**config.mk**
```make
export PLATFORM = sky130hd
export DESIGN_NAME = dat_mem_arb
export DESIGN_NICKNAME = d
export VERILOG_FILES = /design/src/rtl/dat_mem_arb_pkg.sv /design/src/rtl/dat_mem_arb_rr_pick2.sv /design/src/rtl/dat_mem_arb.sv
export SDC_FILE = /design/constraint.sdc
export NUM_CORES = 1
export LEC_CHECK = 0
export ABC_CLOCK_PERIOD_IN_PS = 3400
export BUFFER_PORTS_ARGS = -buffer_cell sky130_fd_sc_hd__buf_4
export CAP_MARGIN = 10
export CORE_MARGIN = 2
export CORE_UTILIZATION = 47
export CTS_BUF_LIST = sky130_fd_sc_hd__clkbuf_8
export DETAILED_ROUTE_END_ITERATION = 8
export HOLD_SLACK_MARGIN = 0.15
export PLACE_DENSITY = 0.87
export SYNTH_ARGS = -nofsm -noshare
export SYNTH_HDL_FRONTEND = slang
export SYNTH_SLANG_ARGS = --single-unit
```
**constraint.sdc**
```tcl
create_clock -name clk -period 3.4 [get_ports clk]
set_clock_uncertainty 0.05 [all_clocks]
set_input_delay 0.34 -clock clk [delete_from_list [all_inputs] [get_ports clk]]
set_output_delay 0.34 -clock clk [all_outputs]
set_load 0.01 [all_outputs]
```
**src/rtl/dat_mem_arb_pkg.sv**
```systemverilog
// Shared types and default parameters for the data-memory arbiter.
package dat_mem_arb_pkg;

  typedef enum logic [1:0] {
    OWN_NONE = 2'd0,
    OWN_P0   = 2'd1,
    OWN_P1   = 2'd2
  } owner_e;

  localparam int AW_DEF        = 8;
  localparam int DW_DEF        = 8;
  localparam int MAX_BURST_DEF = 4;

endpackage

```
**src/rtl/dat_mem_arb_rr_pick2.sv**
```systemverilog
// Combinational two-way round-robin pick: on a tie the port that was not
// granted last wins; a lone requester always wins.
module rr_pick2 (
  input  logic req0,
  input  logic req1,
  input  logic last,   // 0 = P0 granted last, 1 = P1 granted last
  output logic pick,   // 0 = P0, 1 = P1 (meaningful only when valid)
  output logic valid
);

  assign valid = req0 | req1;
  assign pick  = (req0 & req1) ? ~last : req1;

endmodule

```
**src/rtl/dat_mem_arb.sv**
```systemverilog
// Two-port arbiter for the single-port data memory: round-robin with
// bounded burst locking, zero-latency grant, registered read return.
module dat_mem_arb
  import dat_mem_arb_pkg::*;
#(
  parameter int AW        = AW_DEF,
  parameter int DW        = DW_DEF,
  parameter int MAX_BURST = MAX_BURST_DEF
) (
  input  logic          clk,
  input  logic          reset,
  input  logic          req0,
  input  logic          req1,
  input  logic          lock0,
  input  logic          lock1,
  input  logic          we0,
  input  logic          we1,
  input  logic [AW-1:0] addr0,
  input  logic [AW-1:0] addr1,
  input  logic [DW-1:0] wdata0,
  input  logic [DW-1:0] wdata1,
  output logic          gnt0,
  output logic          gnt1,
  output logic          rvalid0,
  output logic          rvalid1,
  output logic [DW-1:0] rdata0,
  output logic [DW-1:0] rdata1,
  output logic          mem_wr_en,
  output logic [AW-1:0] mem_addr,
  output logic [DW-1:0] mem_dat_in,
  input  logic [DW-1:0] mem_dat_out
);

  localparam int BW = $clog2(MAX_BURST) + 1;
  localparam logic [BW-1:0] BMAX = BW'(MAX_BURST);

  owner_e        owner_q, owner_d;
  logic          last_q, last_d;
  logic [BW-1:0] beats_q, beats_d;

  logic rr_pick, rr_valid;
  logic hold0, hold1;
  logic win_vld, win_sel;
  logic win_lock;
  owner_e win_own;
  logic rvalid0_q, rvalid1_q;
  logic [DW-1:0] rdata0_q, rdata1_q;

  rr_pick2 u_rr (
    .req0  (req0),
    .req1  (req1),
    .last  (last_q),
    .pick  (rr_pick),
    .valid (rr_valid)
  );

  // A locked owner keeps the memory unless the other port has waited through
  // a full burst.
  assign hold0 = (owner_q == OWN_P0) && req0 && (!req1 || (beats_q < BMAX));
  assign hold1 = (owner_q == OWN_P1) && req1 && (!req0 || (beats_q < BMAX));

  // Winner select: burst hold first, round-robin otherwise.
  always_comb begin
    win_vld = rr_valid;
    win_sel = rr_pick;
    if (hold0) begin
      win_vld = 1'b1;
      win_sel = 1'b0;
    end else if (hold1) begin
      win_vld = 1'b1;
      win_sel = 1'b1;
    end
  end

  // Grants are suppressed while reset is asserted so nothing commits.
  assign gnt0 = !reset && win_vld && !win_sel;
  assign gnt1 = !reset && win_vld &&  win_sel;

  // Memory-side mux; everything idles to zero with no winner.
  assign mem_wr_en  = (gnt0 & we0) | (gnt1 & we1);
  assign mem_addr   = gnt0 ? addr0  : (gnt1 ? addr1  : '0);
  assign mem_dat_in = gnt0 ? wdata0 : (gnt1 ? wdata1 : '0);

  // Owner / last / burst-counter next state.
  always_comb begin
    owner_d  = owner_q;
    last_d   = last_q;
    beats_d  = beats_q;
    win_lock = gnt1 ? lock1 : lock0;
    win_own  = gnt1 ? OWN_P1 : OWN_P0;
    if (((owner_q == OWN_P0) && !req0) || ((owner_q == OWN_P1) && !req1)) begin
      owner_d = OWN_NONE;
      beats_d = '0;
    end
    if (gnt0 || gnt1) begin
      last_d = gnt1;
      if (win_lock) begin
        owner_d = win_own;
        if (owner_q == win_own)
          beats_d = (beats_q < BMAX) ? beats_q + BW'(1) : BMAX;
        else
          beats_d = BW'(1);
      end else begin
        owner_d = OWN_NONE;
        beats_d = '0;
      end
    end
  end

  // Arbitration state register; P1 as "last" lets P0 win the first tie.
  always_ff @(posedge clk or posedge reset) begin
    if (reset) begin
      owner_q <= OWN_NONE;
      last_q  <= 1'b1;
      beats_q <= '0;
    end else begin
      owner_q <= owner_d;
      last_q  <= last_d;
      beats_q <= beats_d;
    end
  end

  // Read return: capture memory output on a granted read beat.
  always_ff @(posedge clk or posedge reset) begin
    if (reset) begin
      rvalid0_q <= 1'b0;
      rvalid1_q <= 1'b0;
      rdata0_q  <= '0;
      rdata1_q  <= '0;
    end else begin
      rvalid0_q <= gnt0 & !we0;
      rvalid1_q <= gnt1 & !we1;
      if (gnt0 && !we0) rdata0_q <= mem_dat_out;
      if (gnt1 && !we1) rdata1_q <= mem_dat_out;
    end
  end

  assign rvalid0 = rvalid0_q;
  assign rvalid1 = rvalid1_q;
  assign rdata0  = rdata0_q;
  assign rdata1  = rdata1_q;

endmodule

```
; ---- Word level (Yosys, flattened, before mapping)
; Cells that the tools add are included.
[word_totals]
regBits = 24
latch_bits = 0
ramBits = 0
rom_bits = 0
in_bits = 48
output_inout_bits = 37
wordCells = 61
n_memories = 0
[classes]
addsub = 1
n_mul = 0
div_mod_pow = 0
magnitude_cmp = 1
n_eq_ne = 3
shift = 0
muxes = 19
bitwise = 8
reduce_logical = 22
[ops]
columns = operator, count
row1 = $mux W8, 4
row2 = $mux W3, 5
row3 = $logic_and A1 B1 Y1, 11
row4 = $mux W2, 4
row5 = $logic_not A1 Y1, 6
row6 = $mux W1, 6
row7 = $and A1 B1 Y1, 5
row8 = $logic_or A1 B1 Y1, 4
row9 = $add A3 B1 Y3 const B, 1
row10 = $lt A3 B3 Y1 const B, 1
row11 = $eq A2 B1 Y1 const B, 1
row12 = $eq A2 B2 Y1, 1
row13 = $eq A2 B2 Y1 const B, 1
row14 = $or A1 B1 Y1, 2
row15 = $reduce_bool A2 Y1, 1
row16 = $not A1 Y1, 1

; ---- Logic depth before layout (Yosys ltp)
; Gate-level depths: netlist (run 1).
[depth]
ltp_word = 12
ltp_mapped = 5
mapped_depth_nobuf = 4

; ---- Hierarchy
; Synthesis (run 1) repeated with hierarchy kept, for this count alone.
[hier_totals]
hier_cells = 130
hier_area_um2 = 1400.1
[modules_own_cells]
columns = module, instances, cells_per_inst, area_per_inst_um2, seq_area_each_um2
row1 = dat_mem_arb, 1, 128, 1386.3, 601.8
row2 = rr_pick2, 1, 2, 13.8, 0.0

; ---- Worst setup path after synthesis (run 1)
; OpenSTA, ideal clock, no wires.
[synth_timing]
kind = reg2out
startpoint = register last_q
endpoint = output mem_dat_in[0]
arrival_ns = 1.544
required_time_ns = 3.010
setup_slack_ns = 1.466
stages_incl_launch_ff = 6
n_path_buf = 1
cell_sequence = dfstp_2 o21ba_2 o221ai_4 buf_2 mux2i_1 nor2_1
[synth_via]
elab_chain_cells = 7
elab_cells_between_ends = 9
classes_between = 5 x mux / 1 x bitwise / 3 x reduce/logical
[synth_rtl]
columns = item, line
row1 = "start, declared", dat_mem_arb.sv:38  ; logic last_q, last_d;
row2 = "start signal, assigned", dat_mem_arb.sv:118  ; last_q <= last_d;
row3 = $not A1 Y1 (*), dat_mem_arb_rr_pick2.sv:12  ; assign pick = (req0 & req1) ? ~last : req1;
row4 = $mux W1 (*), dat_mem_arb_rr_pick2.sv:12
row5 = $mux W1 (*), dat_mem_arb.sv:69  ; end else if (hold1) begin
row6 = $mux W1 (*), dat_mem_arb.sv:66  ; if (hold0) begin
row7 = $logic_and A1 B1 Y1 / $logic_not A1 Y1 (equally long branches), "dat_mem_arb.sv:77, dat_mem_arb.sv:76"
row8 = $mux W8 / $logic_and A1 B1 Y1 (equally long branches), "dat_mem_arb.sv:82, dat_mem_arb.sv:76"
row9 = $mux W8 (*), dat_mem_arb.sv:82  ; assign mem_dat_in = gnt0 ? wdata0 : (gnt1 ? wdata1 : '0);
row10 = "end, declared", dat_mem_arb.sv:30  ; output logic [DW-1:0] mem_dat_in,
; Mark *: on every way between the ends. The rest lies on a longest branch, timed or not.

; ---- Worst setup path after layout (run 1)
[layout_timing]
startpoint = register last_q
endpoint = output mem_addr[4]
[layout_via]
elab_chain_cells = 7
elab_cells_between_ends = 9
classes_between = 5 x mux / 1 x bitwise / 3 x reduce/logical
[layout_rtl]
columns = item, line
row1 = $not A1 Y1 (*), dat_mem_arb_rr_pick2.sv:12
row2 = $mux W1 (*), dat_mem_arb_rr_pick2.sv:12
row3 = $mux W1 (*), dat_mem_arb.sv:69
row4 = $mux W1 (*), dat_mem_arb.sv:66
row5 = $logic_and A1 B1 Y1 / $logic_not A1 Y1 (equally long branches), "dat_mem_arb.sv:77, dat_mem_arb.sv:76"
row6 = $mux W8 / $logic_and A1 B1 Y1 (equally long branches), "dat_mem_arb.sv:81, dat_mem_arb.sv:76"
row7 = $mux W8 (*), dat_mem_arb.sv:81  ; assign mem_addr = gnt0 ? addr0 : (gnt1 ? addr1 : '0);
row8 = "end, declared", dat_mem_arb.sv:29  ; output logic [AW-1:0] mem_addr,
; Marked as above.

==> Flow_metrics.wiki, run 1 <==
{| class="wikitable"
! Metric !! Value
|-
| DRT Wirelength || 3640 um
|-
| Max VDD drop || 0.000583 V
|-
| Status || completed
|-
| Max-slew headroom || 0.411
|-
| Vias per std cell || 5.40
|-
| Leak pwr || 1.09 nW
|-
| Final worst path period share || 0.739
|-
| Worst reg2reg path startpoint || last_q
|-
| First-pass DRT Iterations || 4
|-
| Synthesized cell area || around 1400 um2
|-
| Most common cell after layout, fill and taps aside || buf_4
|-
| Proportion of power drawn by combinational gates || 0.349
|-
| Count of endpoints failing setup in the final report || 0
|-
| Number of antenna cells inserted || 0
|-
| Antenna violations before repair || 0
|-
| Core Area || between 2000 and 3000 um2
|-
| Die ar. || 3350 um2
|-
| Proportion of synthesized chip area in sequential cells || 0.442
|-
| Routed Antenna Nets || 0
|-
| Number of clock sinks || 24
|-
| Number of different library cells in the post-synthesis netlist || 33
|-
| Clock power share || 0.256
|-
| Number of cells upsized or downsized after cts || 0
|-
| Largest buffer count on any clock path || 2
|-
| Total clock buffers created by CTS || 3
|-
| CTS tree || built
|-
| Switching power || 0.000280 W
|-
| Clock latency of the later-clocked register in the worst-skew pair || 0.27 ns
|-
| Crit path time final || 2.51 ns
|-
| Max-Cap Viols || 0
|-
| Number of violations reported at the end of detailed-routing iteration 0 || 36
|-
| Routed wire per std cell || between 15 and 20 um
|-
| Worst setup SP type || register
|-
| Total of flip-flops plus latches after synthesis || 24
|-
| Setup crit end kind || output port
|-
| Post-Syn Nets || 173
|-
| Pin count of the biggest net entering global routing || 25
|-
| Post CTS Setup Buffer Count || 0
|-
| Number of global-route vias before repair || 1346
|-
| Unrepaired setup endpoints after global routing || false
|-
| Final sum of negative setup slack || 0 ns
|-
| Net switching share of the total power || 0.285
|-
| Y dimension of the die || 57.8 um
|-
| I/O pins || 85
|-
| Aggregate global routing overflow || 0
|-
| Share of power burned in registers || 0.395
|-
| Cell depth of the worst setup path || 6
|-
| Highest attainable clock frequency || 398 MHz
|-
| Length in cells of the worst reg-to-reg path || 4
|-
| Horizontal die dimension || 57.8 um
|-
| Final RePlAce weighted congestion || 0.753
|-
| Slew at the pin closest to its max-slew limit || roughly 0.9 ns
|-
| Layout area overhead || 53.0%
|-
| Commonest cells after routing, fill and taps aside || 86 x buf_4, 23 x dfrtp_1, 20 x nor2_1, 18 x mux2i_1, 16 x mux2_2
|-
| Number of pins with negative max-slew slack in the final report || 0
|-
| Hold buffer count at cts || 0
|-
| R2r setup slk || 1.18 ns
|-
| Mapped Cells || 124
|-
| Vias || 1286
|-
| CP peak stage delay || 0.56 ns
|-
| Power density cells || ~470 nW/um2
|-
| Share of cells above drive strength 1 || 0.541
|-
| Root Driver || clkbuf_8
|-
| CTS HTree Levels || 1
|-
| Data arrival time of the critical path || 2.12 ns
|-
| Final design utilization || 0.756
|-
| Worst r2r dst || rdata0[4]
|-
| Final hold violation count || 0
|-
| Placement Rows || 19
|-
| Overall fraction of global-route tracks in use || 0.232
|-
| Worst setup path class || reg -> out
|-
| Top Family by Delay on Critical Path || flip-flops
|-
| Critical path's most frequent cell || buf_4
|-
| # port buffers || 84
|-
| Min-delay worst type || in -> async
|-
| Largest fanout of any net on the critical path || 22
|-
| Number of nets in the finished design || 257
|-
| Average size of a mapped cell || 11.0 um2
|-
| Global-route wire length before repair || 6020 um
|-
| Worst Path Required || 3.01 ns
|-
| Number of warnings reported in the yosys synthesis log || 0
|-
| Initial standard-cell utilization of the core || 0.494
|-
| CP cell instances || o21ba_2, o221ai_4, buf_4, mux2i_1, nor2_1, buf_4
|-
| Worst-path cell with the longest stage delay || dfstp_2
|-
| Buffers & Inverters on Critical Path || 2
|-
| Clock transition at the register clock pins on the worst setup and hold paths after CTS || 0.09 ns
|-
| Count of unresolved DRC violations after routing || 0
|-
| Final HPWL from detailed placement || 2940 um
|-
| Internal || a little over 0.0007 W
|}
==> cells in the mapped netlist, drive strengths merged <==
master  count  area, um2
dfrtp      23        576
nor2       20       75.1
mux2i      18        180
mux2       16        180
buf         6       33.8
nand2       4       15.0
inv         3       11.3
nor3b       3       27.5
o21ai       3       15.0
a211oi      2       15.0
a21o        2       15.0
a21oi       2       10.0
and2        2       12.5
nand3       2       10.0
nor2b       2       12.5
o32ai       2       17.5
a311oi      1       8.76
a31oi       1       6.26
and2b       1       7.51
and4b       1       10.0
clkbuf      1       3.75
dfstp       1       26.3
ha          1       12.5
nand3b      1       7.51
nor3        1       16.3
o21a        1       7.51
o21ba       1       10.0
o21bai      1       7.51
o221ai      1       26.3
o22ai       1       6.26
==> layer usage <==
metal  up-vias  global-route usage  part of all wire
met5         -                   0                 0
met4         0              0.0764             0.015
met3         9              0.0670             0.061
met2        48               0.420              0.56
met1       622               0.260              0.37
li1        607                   -                 -
==> cell type report <==
class,count,area (um2)
Clock buffer,3,41.3
Sequential cell,24,602
Inverter,3,11.3
Clock inverter,1,30.0
Tap cell,31,38.8
Fill cell,196,673
Multi-Input combinational cell,90,716
Timing Repair Buffer,86,646
==> worst max path at each step <==
stage	startpoint	end	slack, ns
2_1_floorplan	last_q	mem_dat_in[0]	1.47
3_3_place_gp	last_q	mem_dat_in[1]	1.26
3_5_place_dp	last_q	mem_addr[4]	1.17
4_1_cts	last_q	mem_addr[4]	0.86
5_1_grt	last_q	mem_dat_in[7]	0.77
6_report	last_q	mem_addr[4]	0.89
==> stage by stage <==
| step | instance area, um2 | setup slack, ns | std cells | total power [W] | hold slack (ns) |
|---|---|---|---|---|---|
| after floorplan | 1360 | 1.47 | 124 | 0.000557 | 0.304 |
| after global placement | 2010 | 1.26 | 234 | 0.000722 | 0.441 |
| after detailed placement | 2010 | 1.17 | 234 | 0.000740 | 0.447 |
| after CTS | 2080 | 0.855 | 238 | 0.000993 | 0.243 |
| after global routing | 2080 | 0.766 | 238 | 0.00104 | 0.244 |
| final | 2080 | 0.889 | 238 | 0.000984 | 0.213 |
==> kinds of logic after synthesis <==
logic type	count (synthesis)	synth area share
adder cells (fa/ha/maj)	1	0.00918
flip-flops	24	0.442
AO/OA/AOI/OAI	18	0.107
buffers and inverters	10	0.0358
AND/OR/NAND/NOR	37	0.142
multiplexers	34	0.264
==> power by group through the flow <==
stage	clock network, W	registers [W]	logic (W)
floorplan	0	0.000410	0.000147
global placement	0	0.000389	0.000333
detailed placement	0	0.000393	0.000347
CTS	0.000256	0.000389	0.000348
global route	0.000268	0.000398	0.000370
finish	0.000252	0.000388	0.000344
==> worst register-to-register path, cell delays in order, from the launching register on <==
cell,delay (ns)
dfstp_2,0.56
o21ba_2,0.18
o221ai_4,0.27
nor3b_2,0.63
mux2_2,0.42
==> registers in the layout (all words and copies together) (netlist names) <==
signal,cells
rdata0,8
rdata1,8
beats_q,3
owner_q,2
last_q,1
rvalid0,1
rvalid1,1
Power figures use the tool's default switching activity.
==> run 2: changes to the inputs <==
--- a/config.mk
+++ b/config.mk
@@ -5,15 +5,16 @@
 export SDC_FILE = /design/constraint.sdc
 export NUM_CORES = 1
 export LEC_CHECK = 0
-export ABC_CLOCK_PERIOD_IN_PS = 3400
+export ABC_AREA = 1
+export ABC_CLOCK_PERIOD_IN_PS = 2500
 export BUFFER_PORTS_ARGS = -buffer_cell sky130_fd_sc_hd__buf_4
 export CAP_MARGIN = 10
 export CORE_MARGIN = 2
-export CORE_UTILIZATION = 47
+export CORE_UTILIZATION = 43
 export CTS_BUF_LIST = sky130_fd_sc_hd__clkbuf_8
 export DETAILED_ROUTE_END_ITERATION = 8
 export HOLD_SLACK_MARGIN = 0.15
-export PLACE_DENSITY = 0.87
+export PLACE_DENSITY = 0.81
 export SYNTH_ARGS = -nofsm -noshare
 export SYNTH_HDL_FRONTEND = slang
 export SYNTH_SLANG_ARGS = --single-unit
==> constraint.sdc (replaced) <==
create_clock -name clk -period 2.5 [get_ports clk]
set_clock_uncertainty 0.05 [all_clocks]
set_input_delay 0.25 -clock clk [delete_from_list [all_inputs] [get_ports clk]]
set_output_delay 0.25 -clock clk [all_outputs]
set_load 0.01 [all_outputs]
==> Flow_metrics.wiki, run 2 <==
{| class="wikitable"
! Metric !! Value
|-
| Net switching share of the total power || 0.290 (+0.00475)
|-
| Power density cells || 640 nW/um2 (+36%)
|-
| Slew at the pin closest to its max-slew limit || 0.854 ns (-0.0280 ns)
|-
| Leak pwr || 1.14 nW (+4.9%)
|-
| Count of endpoints failing setup in the final report || 0 (unchanged)
|-
| Mapped Cells || 142 (+15%)
|-
| Final sum of negative setup slack || 0 ns (unchanged)
|-
| Number of pins with negative max-slew slack in the final report || 0 (unchanged)
|-
| Fraction of synthesized area in multiplexers || 0 (-0.264)
|-
| CP cell instances || nand2_1, inv_1, nand2_2, nand3_1, nand2_2, inv_4, a22o_1, buf_4
|-
| Met2 routed WL || 1500 um (-26%)
|-
| Clock power share || 0.254 (-0.002)
|-
| Number of synthesized flops with an enable pin || 0 (unchanged)
|-
| Total of flip-flops plus latches after synthesis || 24 (unchanged)
|-
| Top post-synthesis cells by count || 31 x nand2_1, 23 x dfrtp_1, 19 x inv_1
|-
| I/O pins || 85 (unchanged)
|-
| Detailed route wirelength on metal3 || 367 um (+65%)
|-
| Worst slack on hold paths || 0.136 ns (-0.0776 ns)
|-
| Post CTS Setup Buffer Count || 0 (unchanged)
|-
| Most frequently used cell type in the post-synthesis netlist || nand2_1
|-
| Number of nets in the finished design || 276 (+7.4%)
|-
| Clock latency of the later-clocked register in the worst-skew pair || 0.26 ns (about the same)
|-
| Largest buffer count on any clock path || 2 (unchanged)
|-
| Area taken by flip-flops and latches || 602 um2 (unchanged)
|-
| Worst setup SP type || register
|-
| Critical path's most frequent cell || nand2_2
|-
| Routed wire per std cell || 11.8 um (-23%)
|-
| Placed instance count || 255 (+9.0%)
|-
| Unrepaired setup endpoints after global routing || false
|-
| Internal || 0.000921 W (+31%)
|-
| Count of unresolved DRC violations after routing || 0 (unchanged)
|-
| CTS HTree Levels || 1 (unchanged)
|-
| Highest attainable clock frequency || 515 MHz
|-
| Average size of a mapped cell || 9.30 um2 (-15%)
|-
| Area share of fa/ha/maj cells after synthesis || 0.00948 (+0.000296)
|-
| Final RePlAce weighted congestion || 0.940 (+25%)
|-
| Synthesized-area fraction occupied by xor and xnor cells || 0 (unchanged)
|-
| Switching power || 0.000375 W (+34%)
|-
| # port buffers || 84 (unchanged)
|-
| Largest fanout of any net on the critical path || 19 (-14%)
|-
| Share of cells above drive strength 1 || 0.527 (-0.0145)
|-
| WL met1 || 1200 um (-10%)
|-
| Number of antenna cells inserted || 0 (unchanged)
|-
| Fraction of the mapped netlist area in compound gates || 0.248 (+0.142)
|-
| Final HPWL from detailed placement || 2480 um (-16%)
|-
| Area fraction in and, or, nand and nor cells after synthesis || 0.187 (+0.0444)
|-
| Crit path time final || 1.94 ns
|-
| Number of clock sinks || 24 (unchanged)
|-
| Setup crit end kind || output port
|-
| Hold buffer count at cts || 0 (unchanged)
|-
| Number of warnings reported in the yosys synthesis log || 0 (unchanged)
|-
| Clock transition at the register clock pins on the worst setup and hold paths after CTS || 0.09 ns (about the same)
|-
| Number of violations reported at the end of detailed-routing iteration 0 || 41 (+14%)
|-
| Leading post-synthesis cells by cell area || dfrtp_1 44%, a22o_1 11%, o21ai_2 11%
|-
| CP peak stage delay || 0.54 ns (-0.02 ns)
|-
| Number of cells upsized or downsized after cts || 0 (unchanged)
|-
| Placement Rows || 20 (+1)
|-
| Horizontal die dimension || 59.4 um (+2.7%)
|-
| Core Area || 2980 um2 (+8.0%)
|-
| Share of power burned in registers || 0.396 (about the same)
|-
| Topmost layer with routed signal wires || met4
|-
| Number of different library cells in the post-synthesis netlist || 25 (-24%)
|-
| Final hold violation count || 0 (unchanged)
|-
| Worst Path Required || 2.20 ns (-0.81 ns)
|-
| Pin count of the biggest net entering global routing || 25 (unchanged)
|-
| Most common cell after layout, fill and taps aside || buf_4
|-
| Die ar. || 3530 um2 (+5.5%)
|-
| CTS tree || built
|-
| Worst setup path class || reg -> out
|-
| Layout area overhead || 53.5%
|-
| First-pass DRT Iterations || 5 (+1)
|-
| Overall fraction of global-route tracks in use || 0.173 (-0.0588)
|-
| Status || completed
|-
| Area of combinational cells with multiple inputs || 587 um2 (-18%)
|-
| Routed Antenna Nets || 0 (unchanged)
|-
| Combinational family with the most area after synthesis || compound AO/OA/AOI/OAI gates
|-
| Final Non-Filler Cells || 259 (+8.8%)
|-
| Post-synth top area share || 0.436 (+0.0136)
|-
| Antenna violations before repair || 0 (unchanged)
|-
| Synthesized cell area || 1320 um2 (-3.1%)
|-
| Max-slew headroom || 0.430 (+0.0187)
|-
| Dominant register cell in the synthesized netlist || dfrtp_1
|-
| Initial standard-cell utilization of the core || 0.443 (-0.0508)
|-
| Instance area at placement || 1950 um2 (-2.9%)
|-
| Worst-path cell with the longest stage delay || dfstp_2
|-
| Post-route standard cell area excluding fillers || 2030 um2 (-2.8%)
|-
| Aggregate global routing overflow || 0 (unchanged)
|-
| Final design utilization || 0.680 (-0.0756)
|-
| Max-Cap Viols || 0 (unchanged)
|-
| Commonest cells after routing, fill and taps aside || 84 x buf_4, 31 x nand2_1, 23 x dfrtp_1, 19 x inv_1
|-
| Final worst path period share || 0.777
|-
| Number of global-route vias before repair || 1108 (-18%)
|-
| DRT Wirelength || 3070 um (-16%)
|-
| Max VDD drop || 0.000447 V (-23%)
|-
| Proportion of synthesized chip area in sequential cells || 0.456 (+0.0142)
|-
| Root Driver || clkbuf_8
|-
| Final-layout fill cell count || 250 (+28%)
|-
| Vias per std cell || 4.78 (-12%)
|-
| Library cell with the largest summed area after synthesis || dfrtp_1
|-
| Post-Syn Nets || 191 (+10%)
|-
| Data arrival time of the critical path || 1.64 ns (-0.48 ns)
|-
| Vias || 1238 (-3.7%)
|-
| Min-delay worst type || in -> async
|-
| Share of synthesized flip-flops with an asynchronous set or reset || 1.00 (unchanged)
|-
| Y dimension of the die || 59.4 um (+2.7%)
|-
| Proportion of power drawn by combinational gates || 0.350 (about the same)
|-
| Total clock buffers created by CTS || 3 (unchanged)
|-
| Global-route wire length before repair || 4780 um (-21%)
|}
-- run 2: cells by family (layout without fill, tap and decap cells) --
family / after synthesis / count (layout)
adders and majority gates: 1 / 1
DFF: 24 / 24
AOI/OAI and AO/OA: 39 / 39
buffers and inverters: 27 / 111
and+or+nand+nor: 51 / 51
-- run 2: worst paths after layout --
kind                           startpoint            end  slack (ns)  cells after the start
setup / recovery                   last_q  mem_dat_in[3]        0.56                      8
hold / removal                      reset      rdata0[5]        0.14                      2
setup reg to reg                   last_q      rdata0[3]        0.86                      9
hold reg to reg                 rdata0[2]      rdata0[2]        0.44                      2
max in group asynchronous           reset      rdata1[5]        1.73                      2
min in group clk           mem_dat_out[5]      rdata0[5]        0.21                      3
-- run 2: worst max-delay path: cells and delay by family (launching register included) --
family / cells / cell delay (ns)
flops: 1 / 0.54
buf+inv: 3 / 0.35
simple gates: 4 / 0.32
compound gates: 1 / 0.16
-- run 2: per-stage QoR --
stage,setup slack [ns],total power (W)
2_1_floorplan,0.894,0.000751
3_3_place_gp,0.850,0.000972
3_5_place_dp,0.850,0.000980
4_1_cts,0.552,0.00131
5_1_grt,0.433,0.00138
6_report,0.558,0.00130
-- run 2: cell type report --
class,instances,share of cell area
clock inverters,1,0.0148
flip-flops and latches,24,0.297
well taps,33,0.0204
multi-input cells,91,0.290
clock buffers,3,0.0204
repair buffers,84,0.311
inverters,23,0.0463
-- run 2: layer usage --
layer | global-route usage | up-vias
met4 | 0.0325 | 0
met5 | 0 | -
li1 | - | 634
met1 | 0.208 | 544
met2 | 0.309 | 58
met3 | 0.0480 | 2
-- run 2: power groups by stage --
stage          clock [W]  sequential, W  combinational, W
2_1_floorplan          0       0.000545          0.000207
3_3_place_gp           0       0.000518          0.000453
3_5_place_dp           0       0.000519          0.000461
4_1_cts         0.000335       0.000514          0.000460
5_1_grt         0.000355       0.000521          0.000500
6_report        0.000329       0.000513          0.000454
==> run 3: changes to the inputs <==
--- a/config.mk
+++ b/config.mk
@@ -6,7 +6,7 @@
 export NUM_CORES = 1
 export LEC_CHECK = 0
 export ABC_AREA = 1
-export ABC_CLOCK_PERIOD_IN_PS = 2500
+export ABC_CLOCK_PERIOD_IN_PS = 2000
 export BUFFER_PORTS_ARGS = -buffer_cell sky130_fd_sc_hd__buf_4
 export CAP_MARGIN = 10
 export CORE_MARGIN = 2
==> constraint.sdc (replaced) <==
create_clock -name clk -period 2 [get_ports clk]
set_clock_uncertainty 0.05 [all_clocks]
set_input_delay 0.2 -clock clk [delete_from_list [all_inputs] [get_ports clk]]
set_output_delay 0.2 -clock clk [all_outputs]
set_load 0.01 [all_outputs]
==> Flow_metrics.wiki, run 3 (same netlist as run 2, synthesis figures left out) <==
{| class="wikitable"
! Metric !! Value
|-
| Number of nets in the finished design || 279 (+1.1%)
|-
| Max VDD drop || 0.000772 V (+73%)
|-
| Switching power || 0.000467 W (+24%)
|-
| Count of endpoints failing setup in the final report || 0 (unchanged)
|-
| Final sum of negative setup slack || 0 ns (unchanged)
|-
| Clock power share || 0.252 (-0.002)
|-
| Power density cells || 789 nW/um2 (+23%)
|-
| Layout area overhead || 55.7%
|-
| DRT Wirelength || 3170 um (+3.4%)
|-
| Aggregate global routing overflow || 0 (unchanged)
|-
| Antenna violations before repair || 0 (unchanged)
|-
| Total clock buffers created by CTS || 3 (unchanged)
|-
| Worst setup path class || in -> out
|-
| Unrepaired setup endpoints after global routing || false
|-
| Largest buffer count on any clock path || 2 (unchanged)
|-
| I/O pins || 85 (unchanged)
|-
| Largest fanout of any net on the critical path || 18 (-1)
|-
| Commonest cells after routing, fill and taps aside || 85 x buf_4, 31 x nand2_1, 23 x dfrtp_1, 19 x inv_1
|-
| Vias per std cell || 4.95 (+3.6%)
|-
| Global-route wire length before repair || 4690 um (-2.0%)
|-
| R2r setup slk || 0.42 ns (-0.44 ns)
|-
| Most common cell after layout, fill and taps aside || buf_4
|-
| Share of power burned in registers || 0.393 (-0.003)
|-
| Initial standard-cell utilization of the core || 0.443 (unchanged)
|-
| Count of unresolved DRC violations after routing || 0 (unchanged)
|-
| Number of pins with negative max-slew slack in the final report || 0 (unchanged)
|-
| # port buffers || 84 (unchanged)
|-
| Horizontal die dimension || 59.4 um (unchanged)
|-
| Status || completed
|-
| Number of global-route vias before repair || 1105 (-0.27%)
|-
| Internal || 0.00116 W (+26%)
|-
| Leak pwr || 1.15 nW (+1.1%)
|-
| Highest attainable clock frequency || 518 MHz
|-
| CTS HTree Levels || 1 (unchanged)
|-
| Number of clock sinks || 24 (unchanged)
|-
| Slew at the pin closest to its max-slew limit || 0.396 ns (-0.458 ns)
|-
| Min-delay worst type || in -> reg
|-
| Placement Rows || 20 (unchanged)
|-
| Clock latency of the later-clocked register in the worst-skew pair || 0.26 ns (about the same)
|-
| Overall power after layout || 0.00162 W (+25%)
|-
| Crit path time final || 1.93 ns
|-
| Clock transition at the register clock pins on the worst setup and hold paths after CTS || 0.08 ns (about the same)
|-
| Worst setup SP type || input pin
|-
| Number of antenna cells inserted || 0 (unchanged)
|-
| Net switching share of the total power || 0.288 (-0.00179)
|-
| Routed wire per std cell || 12.1 um (+2.2%)
|-
| Root Driver || clkbuf_8
|-
| Die ar. || 3530 um2 (unchanged)
|-
| Overall fraction of global-route tracks in use || 0.174 (+0.000239)
|-
| Max-slew headroom || 0.736 (+0.306)
|-
| Final RePlAce weighted congestion || 0.920 (-2.2%)
|-
| First-pass DRT Iterations || 4 (-1)
|-
| Final worst path period share || 0.965
|-
| Proportion of power drawn by combinational gates || 0.355 (+0.005)
|-
| Final design utilization || 0.690 (+0.0101)
|-
| CTS tree || built
|-
| Data arrival time of the critical path || 1.68 ns (+0.04 ns)
|-
| Y dimension of the die || 59.4 um (unchanged)
|-
| Pin count of the biggest net entering global routing || 20 (-20%)
|-
| Core Area || 2980 um2 (unchanged)
|-
| Share of cells above drive strength 1 || 0.524 (-0.00253)
|-
| Vias || 1297 (+4.8%)
|-
| Setup crit end kind || output port
|-
| Final HPWL from detailed placement || 2490 um (+0.35%)
|-
| Final hold violation count || 0 (unchanged)
|-
| Worst Path Required || 1.75 ns (-0.45 ns)
|-
| Max-Cap Viols || 0 (unchanged)
|-
| Routed Antenna Nets || 0 (unchanged)
|-
| Number of violations reported at the end of detailed-routing iteration 0 || 51 (+24%)
|}
## run 3: worst paths after layout
| check | from | endpoint | depth (start not counted) |
|---|---|---|---|
| max in group asynchronous | reset | rdata1[5] | 4 |
| worst min register to register | rdata0[4] | rdata0[4] | 2 |
| worst max-delay path | reset | mem_dat_in[3] | 7 |
| worst max register to register | last_q | rdata0[3] | 9 |
| worst min-delay path | mem_dat_out[0] | rdata0[0] | 3 |
| min in group asynchronous | reset | beats_q[0] | 3 |
## run 3: timing repair
item	CTS	global route
setup endpoints to repair	0	14
gates resized for setup	0	1
buffers inserted	0	0
hold buffers	2	0
hold endpoints to repair	9	0
## run 3: critical path, stage by stage
cell	delay, ns
dlygate4sd3_1	0.54
buf_4	0.15
a21oi_4	0.23
nand3_4	0.14
inv_6	0.15
a22o_1	0.16
buf_4	0.12
## run 3: final cells by class
cell class	count	area, um2
Multi-Input combinational cell	91	587
Fill cell	274	922
Inverter	23	96.3
Clock buffer	3	41.3
Sequential cell	24	602
Tap cell	33	41.3
Timing Repair Buffer	87	658
Clock inverter	1	30.0
## run 3: stage by stage
step	instance area (um2)	cells	setup slack [ns]	hold slack, ns
final	2060	262	0.0709	0.157
after floorplan	1320	142	0.444	0.164
after CTS	2050	262	0.0538	0.151
after detailed placement	1960	256	0.393	0.190
after global placement	1960	256	0.405	0.178
after global routing	2060	262	0.00344	0.155
## run 3: layer usage
metal	GRT usage	part of all wire	wire, um
met5	0	0	0
met4	0.0519	0.0022	7
met3	0.0437	0.12	373
met2	0.317	0.50	1580
met1	0.197	0.38	1210
## run 3: power groups by stage
stage	sequential [W]	combinational [W]	clock (W)
after floorplan	0.000681	0.000258	0
after global placement	0.000648	0.000570	0
after detailed placement	0.000646	0.000578	0
after CTS	0.000640	0.000582	0.000424
after global routing	0.000649	0.000629	0.000447
final	0.000638	0.000576	0.000409
